===== config.mk =====
export PLATFORM = sky130hd
export DESIGN_NAME = dmem_arbiter
export DESIGN_NICKNAME = d
export VERILOG_FILES = /design/src/rtl/dmem_arbiter.sv
export SDC_FILE = /design/constraint.sdc
export NUM_CORES = 1
export LEC_CHECK = 0
export CORE_MARGIN = 3
export CORE_UTILIZATION = 30
export DETAILED_ROUTE_END_ITERATION = 7
export GPL_ROUTABILITY_DRIVEN = 0
export SLEW_MARGIN = 20
export SYNTH_ARGS = -nofsm -noshare
export SYNTH_HDL_FRONTEND = slang
export SYNTH_SLANG_ARGS = --single-unit

===== constraint.sdc =====
create_clock -name CLK -period 6.5 [get_ports CLK]
set_input_delay 1.95 -clock CLK [delete_from_list [all_inputs] [get_ports CLK]]
set_output_delay 1.95 -clock CLK [all_outputs]
set_load 0.03 [all_outputs]

===== src/rtl/dmem_arbiter.sv =====
// Two-port arbiter in front of a single-port data memory. Port 0 has fixed
// priority; a saturating wait counter hands port 1 a conflict after STARVE_LIM losses.
module dmem_arbiter #(
    parameter int AW         = 8,
    parameter int DW         = 8,
    parameter int STARVE_LIM = 4
) (
    input  logic          CLK,
    input  logic          start,
    input  logic          req0,
    input  logic          we0,
    input  logic [AW-1:0] addr0,
    input  logic [DW-1:0] wdata0,
    output logic          gnt0,
    output logic          rvalid0,
    output logic [DW-1:0] rdata0,
    input  logic          req1,
    input  logic          we1,
    input  logic [AW-1:0] addr1,
    input  logic [DW-1:0] wdata1,
    output logic          gnt1,
    output logic          rvalid1,
    output logic [DW-1:0] rdata1,
    output logic [AW-1:0] mem_addr,
    output logic [DW-1:0] mem_wdata,
    output logic          mem_we,
    input  logic [DW-1:0] mem_rdata,
    output logic [15:0]   conflict_ct
);

    localparam logic [3:0] LIM = 4'(STARVE_LIM);

    logic [1:0]  req;
    logic [1:0]  we;
    logic [1:0]  gnt;
    logic [3:0]  wait1_reg;
    logic [3:0]  wait1_next;
    logic [15:0] conflict_ct_reg;
    logic [15:0] conflict_ct_next;

    assign req = {req1, req0};
    assign we  = {we1, we0};

    always_comb begin
        gnt = 2'b00;
        if (!start) begin
            if (req[0] && req[1]) begin
                if (wait1_reg == LIM) gnt[1] = 1'b1;
                else                  gnt[0] = 1'b1;
            end else if (req[0]) begin
                gnt[0] = 1'b1;
            end else if (req[1]) begin
                gnt[1] = 1'b1;
            end
        end
    end

    assign gnt0 = gnt[0];
    assign gnt1 = gnt[1];

    // Idle and reset both drive zeros so memory sees a quiet bus.
    always_comb begin
        mem_addr  = '0;
        mem_wdata = '0;
        mem_we    = 1'b0;
        if (gnt[0]) begin
            mem_addr  = addr0;
            mem_wdata = wdata0;
            mem_we    = we0;
        end else if (gnt[1]) begin
            mem_addr  = addr1;
            mem_wdata = wdata1;
            mem_we    = we1;
        end
    end

    always_comb begin
        wait1_next = wait1_reg;
        if (!req[1] || gnt[1])    wait1_next = 4'd0;
        else if (wait1_reg < LIM) wait1_next = wait1_reg + 4'd1;

        conflict_ct_next = conflict_ct_reg;
        if (req[0] && req[1] && (conflict_ct_reg != 16'hFFFF))
            conflict_ct_next = conflict_ct_reg + 16'd1;
    end

    always_ff @(posedge CLK) begin
        if (start) begin
            wait1_reg       <= 4'd0;
            conflict_ct_reg <= 16'd0;
        end else begin
            wait1_reg       <= wait1_next;
            conflict_ct_reg <= conflict_ct_next;
        end
    end

    assign conflict_ct = conflict_ct_reg;

    // Per-port read response: capture memory data in the grant cycle.
    for (genvar gi = 0; gi < 2; gi++) begin : g_resp
        logic          rvalid_reg;
        logic [DW-1:0] rdata_reg;

        always_ff @(posedge CLK) begin
            if (start) begin
                rvalid_reg <= 1'b0;
                rdata_reg  <= '0;
            end else begin
                rvalid_reg <= gnt[gi] & ~we[gi];
                if (gnt[gi] && !we[gi]) rdata_reg <= mem_rdata;
            end
        end
    end

    // A response already in flight when start rises is suppressed immediately.
    assign rvalid0 = g_resp[0].rvalid_reg & ~start;
    assign rvalid1 = g_resp[1].rvalid_reg & ~start;
    assign rdata0  = g_resp[0].rdata_reg;
    assign rdata1  = g_resp[1].rdata_reg;

endmodule


==> impl_metrics.tcl <==
set metrics [dict create \
    status "finished clean" \
    io_pins 99 \
    setup_viol 0 \
    hpwl_microns 3920 \
    syn_nets 263 \
    drv_slew 0 \
    powerDensity_mw_per_mm2 179 \
    syn_area_per_cell_sq_um 8.75 \
    cts_tree "built" \
    cts.htree.levels 2 \
    fmax_mhz 179 \
    critPathKind "in2out" \
    route.vias.total 1875 \
    cts.repair.resized 0 \
    first_iter_violations 56 \
    drc 0 \
    hold_buffers 0 \
    cts.path.max_buffers 2 \
    pre_cts_slack_ns 0.896 \
    drt_pre_antenna_iters 4 \
    ant_nets 0 \
    grt_pass1_vias 1735 \
    yosys-top-cells-area "dfxtp_1, a22o_1, nand2b_1" \
    period_needed_ns 5.58 \
    ys_ff_latch 38 \
    clkPwrFrac_pct 35.4 \
    clock_sinks 38 \
    chipWidth_microns 85.0 \
    yosys_warnings 0 \
    hold_start "rdata0[3]$_SDFFE_PP0P_" \
    fp.dieArea_sq_mm 0.00722 \
    nets 362 \
    hold_slack_ns 0.468 \
    crit_start "req0" \
    combPwrFrac_pct 19.4 \
    final_cell_mix "clkdlybuf4s50_1, dfxtp_1, o21ai_0, buf_4, nand2_1" \
    path_max_fanout 18 \
    timing.rr.start "conflict_ct[0]$_SDFFE_PP0P_" \
    final_util_pct 50.0 \
    synthArstFlopShare_pct 0 \
    p_leak_nw 1.09 \
    antenna_found_initial 0 \
    grt_pass1_wl_microns 8640 \
    ys.flop_type "dfxtp_1" \
    power.total_mw 0.536 \
    p_seq_share_pct 45.2 \
    wl_per_cell_microns 13.5 \
    yosysTopAreaCellShare_pct 40.6 \
    clock_latency_ns 0.29 \
    largest_reg_flops 16 \
    ys_seq_area_share_pct 40.6 \
    via_per_inst 4.82 \
    numCtsBuffers 5 \
    area_delta_synth_final_pct 60.0 \
    finClkSkew_ns 0.00455 \
    cts_root_buf "clkbuf_8" \
    num_rows 28 \
    tightest_slew_ns 0.945 \
    numPortBuffers 98 \
    grt_overflow_total 0 \
    fin_setup_tns_ns 0 \
    grt_max_degree 41 \
    hp-class "reg2reg" \
    relSlewSlack_pct 36.9 \
    swShare_pct 25.6 \
    critPathLaunchType "input port" \
    initial_core_util_pct 31.2 \
    layout_commonest_cell "clkdlybuf4s50_1" \
    finalHoldViolCount 0 \
    syn_inst 214 \
    post-cts-setup-buffers 0 \
    coreArea_sq_mm 0.00599 \
    fin_crit_sh_pct 85.9 \
    synth_edf_count 0 \
    p_sw_mw 0.137 \
    peakVddDrop_v 0.000126 \
    grt.total_usage_pct 14.8 \
    n_antenna_cell 0 \
    path_clk_slew_ns 0.07 \
    setup_slack_ns 0.919 \
    wl_microns 5250 \
    arrival_ns 3.63 \
    power.internal_mw 0.399 \
    yosysUniqueCellTypes 38 \
    syn_area_sq_mm 0.00187 \
    grt_setup_unrepaired "false" \
    max_cap_viol_count 0 \
    worstPathRequired_ns 4.55 \
    yosysTopAreaCell "dfxtp_1" \
    drive_above_1_share_pct 13.7 \
    die_h_microns 85.0 \
    worstSetupEndpointType "primary output" \
]
stage by stage:
| step | instances | instance area, sq um |
|---|---|---|
| finish | 389 | 2990 |
| global route | 389 | 2990 |
| CTS | 389 | 2990 |
| detailed placement | 381 | 2880 |
| global placement | 381 | 2880 |
| floorplan | 214 | 1870 |
power groups by stage:
| stage | clock (mW) | combinational [mW] | sequential [mW] |
|---|---|---|---|
| 6_report | 0.190 | 0.104 | 0.243 |
| 5_1_grt | 0.207 | 0.111 | 0.243 |
| 4_1_cts | 0.196 | 0.105 | 0.243 |
| 3_5_place_dp | 0 | 0.105 | 0.248 |
| 3_3_place_gp | 0 | 0.105 | 0.248 |
| 2_1_floorplan | 0 | 0.0384 | 0.258 |
kinds of logic (layout without fill, tap and decap cells):
logic type,after synthesis,after routing,share of synthesized area (%)
muxes,4,4,2.34
buffers and inverters,13,113,2.61
DFF,38,38,40.6
and+or+nand+nor,94,94,28.6
xor gates and xnor gates,3,3,1.40
AOI/OAI and AO/OA,59,59,22.4
adders and majority gates,3,3,2.01
worst paths after layout:
check	to	depth (start not counted)	slack (ns)
worst min-delay path	rdata0[3]$_SDFFE_PP0P_	2	0.47
worst max-delay path	mem_addr[5]	5	0.92
worst min register to register	rdata0[3]$_SDFFE_PP0P_	2	0.47
worst max register to register	conflict_ct[14]$_SDFFE_PP0P_	5	4.41
metal layers:
metal	vias up	track usage [%]	part of all wire [%]
met5	-	0	0
met1	852	19.0	44
met4	0	5.18	1.2
li1	977	-	-
met3	7	3.01	3.4
met2	39	24.5	51
critical path, cell delays in order:
cell,delay [ns]
clkdlybuf4s50_1,0.57
nand2b_1,0.12
a21oi_2,0.57
a22o_1,0.25
buf_4,0.15
layout make-up:
cell class                      count  area (sq um)
Clock buffer                        8           110
Fill cell                         589          3000
Inverter                            5          18.8
Multi-Input combinational cell    163          1060
Sequential cell                    38           761
Tap cell                           75          93.8
Timing Repair Buffer              100           948
cell usage after synthesis (all sizes together), types with 2 or more instances:
| master | n |
|---|---|
| dfxtp | 38 |
| o21ai | 22 |
| nand2 | 20 |
| nand2b | 19 |
| a22o | 17 |
| a21oi | 13 |
| nor2 | 12 |
| clkbuf | 8 |
| nand4 | 6 |
| inv | 5 |
| nor2b | 5 |
| nor3 | 5 |
| or3 | 5 |
| and2 | 3 |
| and4 | 3 |
| ha | 3 |
| mux2 | 3 |
| nand3 | 3 |
| nor4 | 3 |
| a211oi | 2 |
| and3 | 2 |
| nor4b | 2 |
| o31ai | 2 |
| or2 | 2 |
| or4 | 2 |
| xnor2 | 2 |
Note: power is estimated with default switching activity, not from simulation.
==> edit (same flow settings) <==
Set the parameter `DW` to 10 (it was 8).
--- a/src/rtl/dmem_arbiter.sv
+++ b/src/rtl/dmem_arbiter.sv
@@ -4,3 +4,3 @@
     parameter int AW         = 8,
-    parameter int DW         = 8,
+    parameter int DW         = 10,
     parameter int STARVE_LIM = 4
Ports: changed (6 resized); port bits go from 99 to 111. No check against the original RTL was run, so the function may have changed too.
==> edit against the unedited design <==
Synthesized area grew 6.6%. Utilization grew 0.90 points. Wire length grew 9.8%. First-iteration DRC count grew 100%. Setup slack gained 0.073 ns. Maximum frequency grew 1.3%. Sequential cell count grew 4. Sequential power grew 10%. Final area grew 8.5%. Register-to-register slack lost 0.34 ns. Worst hold slack gained 0.0044 ns. Power grew 11%. Critical path type unchanged. Largest power group unchanged.
==> edit: results (changes against the unedited design) <==
- The flow ran to the end, and the final reports show no timing, DRC or antenna violations.
- The worst hold slack came to 0.472 ns (+0.00441 ns).
- The startpoint identified for the worst hold timing path is rdata0[9].
- The post-synthesis cell type count is 33 (-13%).
- The register-to-register setup slack was 4.07 ns (-0.34 ns).
- The path depth of the worst reg2reg path is 5 (unchanged).
- The instance area at placement is 3140 um^2 (+8.8%).
- The number of buffers added on ports is 110 (+12%).
- The first-pass GRT wire length was 9230 um (+6.8%).
- The total clock buffers created by CTS is 5 (unchanged).
- The number of DRC violations after detailed-routing iteration 0 is 114 (+100%).
- The share of cells above drive strength 1 was 11.6% (-2.1 points).
- The switching power summed over all nets came to 0.000149 W (+8.6%).
- The total via count in the routed design came to 2064 (+10%).
- The delay of the slowest critical-path stage came to 0.60 ns (+0.03 ns).
- The total global-route track usage is 14.9% (+0.070 points).
- The number of placed instances, taps included was 415 (+8.9%).
- The routed length per placed instance is 13.6 um (+1.2%).
- The sequential cell area fraction in the yosys report was 42.1% (+1.5 points).
- The final setup skew is 0.00160 ns (-0.00295 ns).
- The worst register-to-register path ends at conflict_ct[7].
- The number of nets in the layout is 400 (+10%).
- The placement-stage worst setup slack is 1.01 ns (+0.116 ns).
- The share of synthesized registers carrying an async set or reset is 0% (unchanged).
- The worst setup path endpoint is mem_wdata[3].
- The maximum fanout along the worst path is 20 (+2).
- The post-DP HPWL is 4270 um (+8.9%).
- The sink of the worst hold path is rdata0[9].
- The largest voltage drop on the vdd net is 133 uV (+5.0%).
- The slew at the pin with the worst max-slew slack is 1.04 ns (+0.0985 ns).
- The number of global-route vias before repair is 1951 (+12%).
- The pin count of the biggest net entering global routing came to 33 (-20%).
- The number of iterations in the first detailed-routing pass came to 6 (+2).
- The number of instances in the synthesized netlist is 237 (+11%).
- The total leakage power is 1.15 nW (+5.8%).
- The synthesis warning total is 0 (unchanged).
- The critical path data arrival time is 3.56 ns (-0.07 ns).
- By area the synthesized netlist is led by sky130_fd_sc_hd__dfxtp_1 42%, sky130_fd_sc_hd__a22o_1 8.3%, sky130_fd_sc_hd__nand2b_1 6.9%.
- The category of cells accounting for the largest share of critical-path delay is buffers and inverters.
## edit: cell types whose count changed after synthesis, moves of 3 or more
cell / change
sky130_fd_sc_hd__o21ai_0: +4
sky130_fd_sc_hd__nor3_1: -3
sky130_fd_sc_hd__and2_1: -3
sky130_fd_sc_hd__nand2_1: +5
sky130_fd_sc_hd__dfxtp_1: +4
sky130_fd_sc_hd__clkbuf_1: +5
sky130_fd_sc_hd__a21oi_1: +4
sky130_fd_sc_hd__nand3_1: +5
sky130_fd_sc_hd__o31ai_1: +6
sky130_fd_sc_hd__nand2b_1: +3
sky130_fd_sc_hd__or4_1: +7
sky130_fd_sc_hd__nor2_1: -4
## edit: power groups by stage
stage                     Sequential (W)  Combinational [W]  Clock [W]
after floorplan                 0.000286          0.0000414          0
after global placement          0.000274           0.000118          0
after detailed placement        0.000274           0.000118          0
after CTS                       0.000268           0.000119   0.000218
after global routing            0.000270           0.000126   0.000226
final                           0.000268           0.000118   0.000211
## edit: per-layer routing
metal,global-route usage [%],wire length (um),vias to the layer above,part of all wire [%]
met5,0,0,-,0
li1,-,-,1076,-
met2,23.8,2780,45,48
met3,5.36,378,10,6.6
met1,18.8,2520,933,44
met4,4.32,76,0,1.3
## edit: layout make-up
type                    count  area [um^2]  area share, %
flip-flops and latches     42          841           25.9
multi-input cells         176         1090           33.6
well taps                  77         96.3           2.96
clock inverters             1         30.0          0.924
repair buffers            116         1090           33.7
inverters                   4         15.0          0.462
clock buffers               6         82.6           2.54
## edit: logic make-up (layout without fill, tap and decap cells)
family / count (synthesis) / in the layout / share of synthesized area [%]
xor+xnor: 2 / 2 / 0.878
simple gates: 98 / 98 / 27.4
compound gates: 71 / 71 / 22.9
mux: 2 / 2 / 1.07
flops: 42 / 42 / 42.1
fa+ha+maj: 3 / 3 / 1.88
buf+inv: 19 / 127 / 3.70
